File: config.mk
export PLATFORM = sky130hd
export DESIGN_NAME = regfile_scoreboard
export DESIGN_NICKNAME = d
export VERILOG_FILES = /design/src/rtl/regfile_scoreboard_pkg.sv /design/src/rtl/regfile_scoreboard_wb_rr_arbiter.sv /design/src/rtl/regfile_scoreboard.sv
export SDC_FILE = /design/constraint.sdc
export NUM_CORES = 1
export LEC_CHECK = 0
export BUFFER_PORTS_ARGS = -buffer_cell sky130_fd_sc_hd__buf_4
export CORE_ASPECT_RATIO = 0.75
export CORE_MARGIN = 4
export CORE_UTILIZATION = 55
export CTS_CLUSTER_SIZE = 30
export DETAILED_ROUTE_END_ITERATION = 8
export PLACE_DENSITY = 0.82
export SLEW_MARGIN = 20
export SYNTH_ARGS = -nofsm -noshare
export SYNTH_HDL_FRONTEND = slang
export SYNTH_SLANG_ARGS = --single-unit
File: constraint.sdc
create_clock -name clk -period 3.4 [get_ports clk]
set_input_delay 0 -clock clk [delete_from_list [all_inputs] [get_ports clk]]
set_output_delay 0 -clock clk [all_outputs]
set_load 0.005 [all_outputs]
File: src/rtl/regfile_scoreboard_pkg.sv
// Shared sizes and types for the register-file scoreboard, plus the global text macros
// (`WORD, `SB_AW, `SB_CNTW, `SB_ZERO_REG) the parameters default from.
`ifndef REGFILE_SB_DEFS
`define REGFILE_SB_DEFS
`define WORD        [31:0]
`define SB_AW       5
`define SB_CNTW     2
`define SB_ZERO_REG 31
`endif

package regfile_scoreboard_pkg;
   localparam int SB_AW       = `SB_AW;
   localparam int SB_NREGS    = 1 << `SB_AW;
   localparam int SB_CNTW     = `SB_CNTW;
   localparam int SB_ZERO_REG = `SB_ZERO_REG;

   typedef enum logic {GRANT_A = 1'b0, GRANT_B = 1'b1} grant_e;

   typedef struct packed {
      logic              valid;
      logic [SB_AW-1:0]  rd;
      logic `WORD        data;
   } wb_req_t;
endpackage

File: src/rtl/regfile_scoreboard_wb_rr_arbiter.sv
// Two-way round-robin arbiter for the writeback sources; the last_grant flop only
// moves on a contested cycle, so an uncontested grant never costs the other side a turn.
module wb_rr_arbiter
   import regfile_scoreboard_pkg::*;
(
   input  logic clk,
   input  logic reset_n,
   input  logic i_a_valid,
   input  logic i_b_valid,
   output logic o_grant_a,
   output logic o_grant_b
);
   grant_e r_last;

   always_comb begin
      o_grant_a = i_a_valid & (!i_b_valid | (r_last == GRANT_B));
      o_grant_b = i_b_valid & (!i_a_valid | (r_last == GRANT_A));
   end

   always_ff @(posedge clk or negedge reset_n) begin
      if (!reset_n)
         r_last <= GRANT_B;
      else if (i_a_valid & i_b_valid)
         r_last <= o_grant_a ? GRANT_A : GRANT_B;
   end
endmodule

File: src/rtl/regfile_scoreboard.sv
// Register-file scoreboard: per-register pending-write counters, issue hazard stall and
// writeback port arbitration. Optional REGFILE_SB_STATS_EN adds a saturating stall counter.
module regfile_scoreboard
   import regfile_scoreboard_pkg::*;
#(
   parameter int NREGS    = SB_NREGS,
   parameter int AW       = SB_AW,
   parameter int CNTW     = SB_CNTW,
   parameter int ZERO_REG = SB_ZERO_REG
)(
   input  logic          clk,
   input  logic          reset_n,
   input  logic          issue_valid,
   output logic          issue_ready,
   input  logic [AW-1:0] issue_rs1,
   input  logic [AW-1:0] issue_rs2,
   input  logic          issue_use_rs2,
   input  logic [AW-1:0] issue_rd,
   input  logic          issue_rd_en,
   input  logic          wba_valid,
   input  logic [AW-1:0] wba_rd,
   input  logic `WORD    wba_data,
   output logic          wba_ready,
   input  logic          wbb_valid,
   input  logic [AW-1:0] wbb_rd,
   input  logic `WORD    wbb_data,
   output logic          wbb_ready,
   output logic          RegWrite,
   output logic [AW-1:0] write_register,
   output logic `WORD    write_data,
   output logic          sb_err
`ifdef REGFILE_SB_STATS_EN
   ,
   output logic [31:0]   stall_cycles
`endif
);
   localparam logic [CNTW-1:0] CNT_MAX = '1;
   localparam logic [AW-1:0]   ZR      = AW'(ZERO_REG);

   logic [NREGS-1:0][CNTW-1:0] r_cnt;
   logic                       r_sb_err;
   logic                       w_gnt_a, w_gnt_b, w_fire, w_orphan;
   logic [NREGS-1:0]           w_inc, w_dec;
   wb_req_t                    w_wb;

   // Registered counts only: a register being written this cycle still reads as busy.
   always_comb begin
      issue_ready = (r_cnt[issue_rs1] == '0)
                  & !(issue_use_rs2 & (r_cnt[issue_rs2] != '0))
                  & !(issue_rd_en & (issue_rd != ZR) & (r_cnt[issue_rd] == CNT_MAX));
   end

   wb_rr_arbiter u_arb (
      .clk       (clk),
      .reset_n   (reset_n),
      .i_a_valid (wba_valid),
      .i_b_valid (wbb_valid),
      .o_grant_a (w_gnt_a),
      .o_grant_b (w_gnt_b)
   );

   always_comb begin
      w_wb = '0;
      if (w_gnt_a)      w_wb = '{valid: 1'b1, rd: wba_rd, data: wba_data};
      else if (w_gnt_b) w_wb = '{valid: 1'b1, rd: wbb_rd, data: wbb_data};
   end

   assign wba_ready      = w_gnt_a;
   assign wbb_ready      = w_gnt_b;
   assign RegWrite       = w_wb.valid & (w_wb.rd != ZR);
   assign write_register = w_wb.rd;
   assign write_data     = w_wb.data;

   assign w_fire   = issue_valid & issue_ready;
   assign w_orphan = RegWrite & (r_cnt[w_wb.rd] == '0);

   always_comb begin
      for (int i = 0; i < NREGS; i++) begin
         w_inc[i] = w_fire & issue_rd_en & (issue_rd != ZR) & (issue_rd == AW'(i));
         w_dec[i] = RegWrite & (w_wb.rd == AW'(i)) & (r_cnt[i] != '0);
      end
   end

   // Simultaneous increment and decrement on one register cancel out.
   always_ff @(posedge clk or negedge reset_n) begin
      if (!reset_n) begin
         r_cnt    <= '0;
         r_sb_err <= 1'b0;
      end else begin
         for (int i = 0; i < NREGS; i++) begin
            if (w_inc[i] & !w_dec[i])
               r_cnt[i] <= r_cnt[i] + 1'b1;
            else if (w_dec[i] & !w_inc[i])
               r_cnt[i] <= r_cnt[i] - 1'b1;
         end
         if (w_orphan)
            r_sb_err <= 1'b1;
      end
   end

   assign sb_err = r_sb_err;

`ifdef REGFILE_SB_STATS_EN
   logic [31:0] r_stall_cycles;

   always_ff @(posedge clk or negedge reset_n) begin
      if (!reset_n)
         r_stall_cycles <= '0;
      else if (issue_valid & !issue_ready & (r_stall_cycles != '1))
         r_stall_cycles <= r_stall_cycles + 32'd1;
   end

   assign stall_cycles = r_stall_cycles;
`endif
endmodule

==> results.md <==
* Antenna diode count at 0
* DR iter-0 viols at 745
* Initial antenna violation count at 0
* Post-synthesis async set-or-reset flop share at 100%
* Gr busiest metal: met2
* Area contributors post-synth: dfrtp_1 (29%), xor2_1 (9.6%), mux4_2 (7.2%), ha_1 (6.9%), nor2_1 (5.6%)
* Skew final at 0.00952 ns
* Top_reg_cell synth: dfrtp_1
* Die width at 125 µm
* Cell Area, Placed at 0.00674 mm²
* Final Cycle Share at between 90% and 100%
* Seq pwr share at 32.0%
* Total number of vias at 5329
* Buffers on Ports at 137
* RSZ-0062 raised after global routing: no
* Number of global-route vias before repair at 5183
* Crit Path Max Fanout at 32
* Fillers at 754
* Clock insertion delay at the later pin of the skew report at about 0.34 ns
* Post-Syn Area at 0.00565 mm²
* Num Clock Sinks at 66
* H-Tree Depth at 3
* R2r worst-path depth at 9
* GPL Wtd Cong at approximately 1.0
* Top Ports at approximately 140
* Final instance area at around 0.0071 mm²
* Layout overhead on the synthesized area at 25.7%
* Starting density of the core at between 50% and 60%
* Clock Tree Buf Depth at 2
* Seq/Total Area, Yosys at ~30%
* # setup viols final at 0
* Final Worst Setup Slack at 0.0888 ns
* Data required, critical path at 3.66 ns
* Hold path cells at 3
* Clock transition at path regs at 0.06 ns
* Setup TNS at 0 ns
* Max-cap violation count at 0
* Max-slew violations at 0
* Per-cell routed wire length at 22.0 µm
* Element type at the critical path start: flip-flop
* Worst IR Drop VDD at 525 µV
* Synth cell types at 56
* Total CTS buffers at 9
* Worst min-delay path category: input port to primary output
* Synthesized area per cell at 9.78 µm²
* DIE HEIGHT at about 96 µm
* Post-Syn Instances at 578
* Psw at 0.00204 W
* Combinational share of power at 47.0%
* Root buf cell: clkbuf_16
* Post-CTS sizing at 0
* Total Die Area at 0.0120 mm²
* Ys Warns at 0
* Largest net degree at the start of global routing at 67
* LEAKAGE at between 3 and 4 nW
* Via density at 6.25
* Detailed Routing Iterations Pass 1 at 5
* Slew HR at 40.9%
* Final Hold Fails at 0
* Clk pwr share at 21.0%
* Achievable frequency at 302 MHz
* Remaining DRCs at 0
* Synthesized net count at 705
* Most frequent cell after synthesis: nor2_1
* Setup crit end kind: flip-flop
* Total track usage at 30.4%
* CTS tree: built
* Detailed Route WL at 18.7 mm
* Global route overflow at 0
* NumNets Final at 842
* Switching part of the total at 41.2%
* Post-route ant nets at 0
* Worst-Margin Slew at 0.883 ns
* First-pass GRT wire length at 28.4 mm
* Internal cell power at 0.00291 W
* Critical setup path kind: flip-flop to flip-flop
* Rows at 31
* Final core utilization at 72.1%
* Met1 usage at 43.9%
* #FFs+latches synth at 66
* Met2 Use GR at 44.9%
* Min Tclk post-route at 3.31 ns
* Post-DP HPWL at between 10 and 15 mm
* Core footprint at 0.00985 mm²
* Synth area leader: dfrtp_1
* Worst EP arrival at 3.57 ns
* Post-synth top area share at 28.8%
* Post-synth top cells: nor2_1 (85), dfrtp_1 (65), xor2_1 (62)
* Layout cells sized above 1 at 29.6%
* EDFF count, synth at 0
* Place WS at 0.240 ns
* GR Util met3 at 8.32%
* Status: complete, no violations
* Pwr dens at 697 mW/mm²
==> cell type report <==
cell class / count / area (µm²) / area share (%)
Timing Repair Buffer: 153 / 1160 / 16.3
Inverter: 6 / 22.5 / 0.317
Clock buffer: 10 / 239 / 3.37
Clock inverter: 6 / 88.8 / 1.25
Multi-Input combinational cell: 479 / 3780 / 53.2
Tap cell: 132 / 165 / 2.33
Sequential cell: 66 / 1650 / 23.3
==> per-layer routing <==
layer | vias to the layer above | wire (µm)
met5 | - | 0
met4 | 0 | 389
met3 | 45 | 2190
met2 | 343 | 8390
met1 | 2571 | 7750
li1 | 2370 | -
==> layout by cell type (no fill, tap or decap), drive strengths merged, types with 6 or more instances in the layout <==
cell,netlist,layout
nand4,8,8
a22o,32,32
nor2,87,87
ha,31,31
nand3,14,14
o22ai,6,6
nand2,60,60
nand3b,28,28
xor2,62,62
xnor2,32,32
clkbuf,12,10
mux2i,7,7
inv,6,7
buf,15,150
dfrtp,65,65
nor3,35,35
mux4,26,26
==> per-stage QoR <==
step / std cells / total power [W] / hold WS [ns]
detailed placement: 833 / 0.00381 / 0.161
global placement: 833 / 0.00374 / 0.139
global route: 852 / 0.00518 / 0.296
finish: 852 / 0.00495 / 0.283
floorplan: 578 / 0.00304 / -0.296
CTS: 852 / 0.00488 / 0.285
==> final timing paths <==
kind	startpoint	to	slack, ns
setup / recovery	r_cnt[28]$_DFFE_PN0P_	r_cnt[49]$_DFFE_PN0P_	0.09
min in group asynchronous	reset_n	r_cnt[1]$_DFFE_PN0P_	0.31
hold reg to reg	r_cnt[63]$_DFFE_PN0P_	r_cnt[63]$_DFFE_PN0P_	0.40
setup reg to reg	r_cnt[28]$_DFFE_PN0P_	r_cnt[49]$_DFFE_PN0P_	0.09
hold / removal	wbb_data[0]	write_data[0]	0.28
max in group asynchronous	reset_n	r_cnt[47]$_DFFE_PN0P_	2.53
==> cells by family (layout without fill, tap and decap cells) <==
kind of cell             after synthesis  in the layout  share of synthesized area [%]
buffers and inverters                 33            175                           4.05
XOR/XNOR                              94             94                           14.6
AND/OR/NAND/NOR                      258            258                           23.1
flip-flops                            66             66                           29.3
multiplexers                          33             33                           12.1
AO/OA/AOI/OAI                         63             63                           10.0
adder cells (fa/ha/maj)               31             31                           6.86
==> registers in the layout, summed over array words and instances (netlist names) <==
name / count
r_cnt: 64
sb_err: 1
u_arb.r_last: 1
==> power by group through the flow <==
stage	Clock, W	Combinational, W	Sequential (W)
after floorplan	0	0.00155	0.00149
after global placement	0	0.00219	0.00155
after detailed placement	0	0.00223	0.00158
after CTS	0.00105	0.00225	0.00157
after global routing	0.00109	0.00246	0.00163
final	0.00104	0.00232	0.00159
==> worst max-delay path, stage by stage (launching register included) <==
cell,delay [ns]
dfrtp_1,0.42
nor2_1,0.39
mux4_1,0.38
o22ai_1,0.13
a2111oi_4,0.39
nand3_4,0.41
nor3_1,0.43
ha_1,0.32
nor2_1,0.16
xor2_1,0.17
==> what timing repair did <==
action | 4_1_cts | 5_1_grt
hold buffers | 3 | 0
hold endpoints to repair | 66 | 0
setup buffers | 0 | 0
No activity file was read; power rests on OpenSTA's default activity.
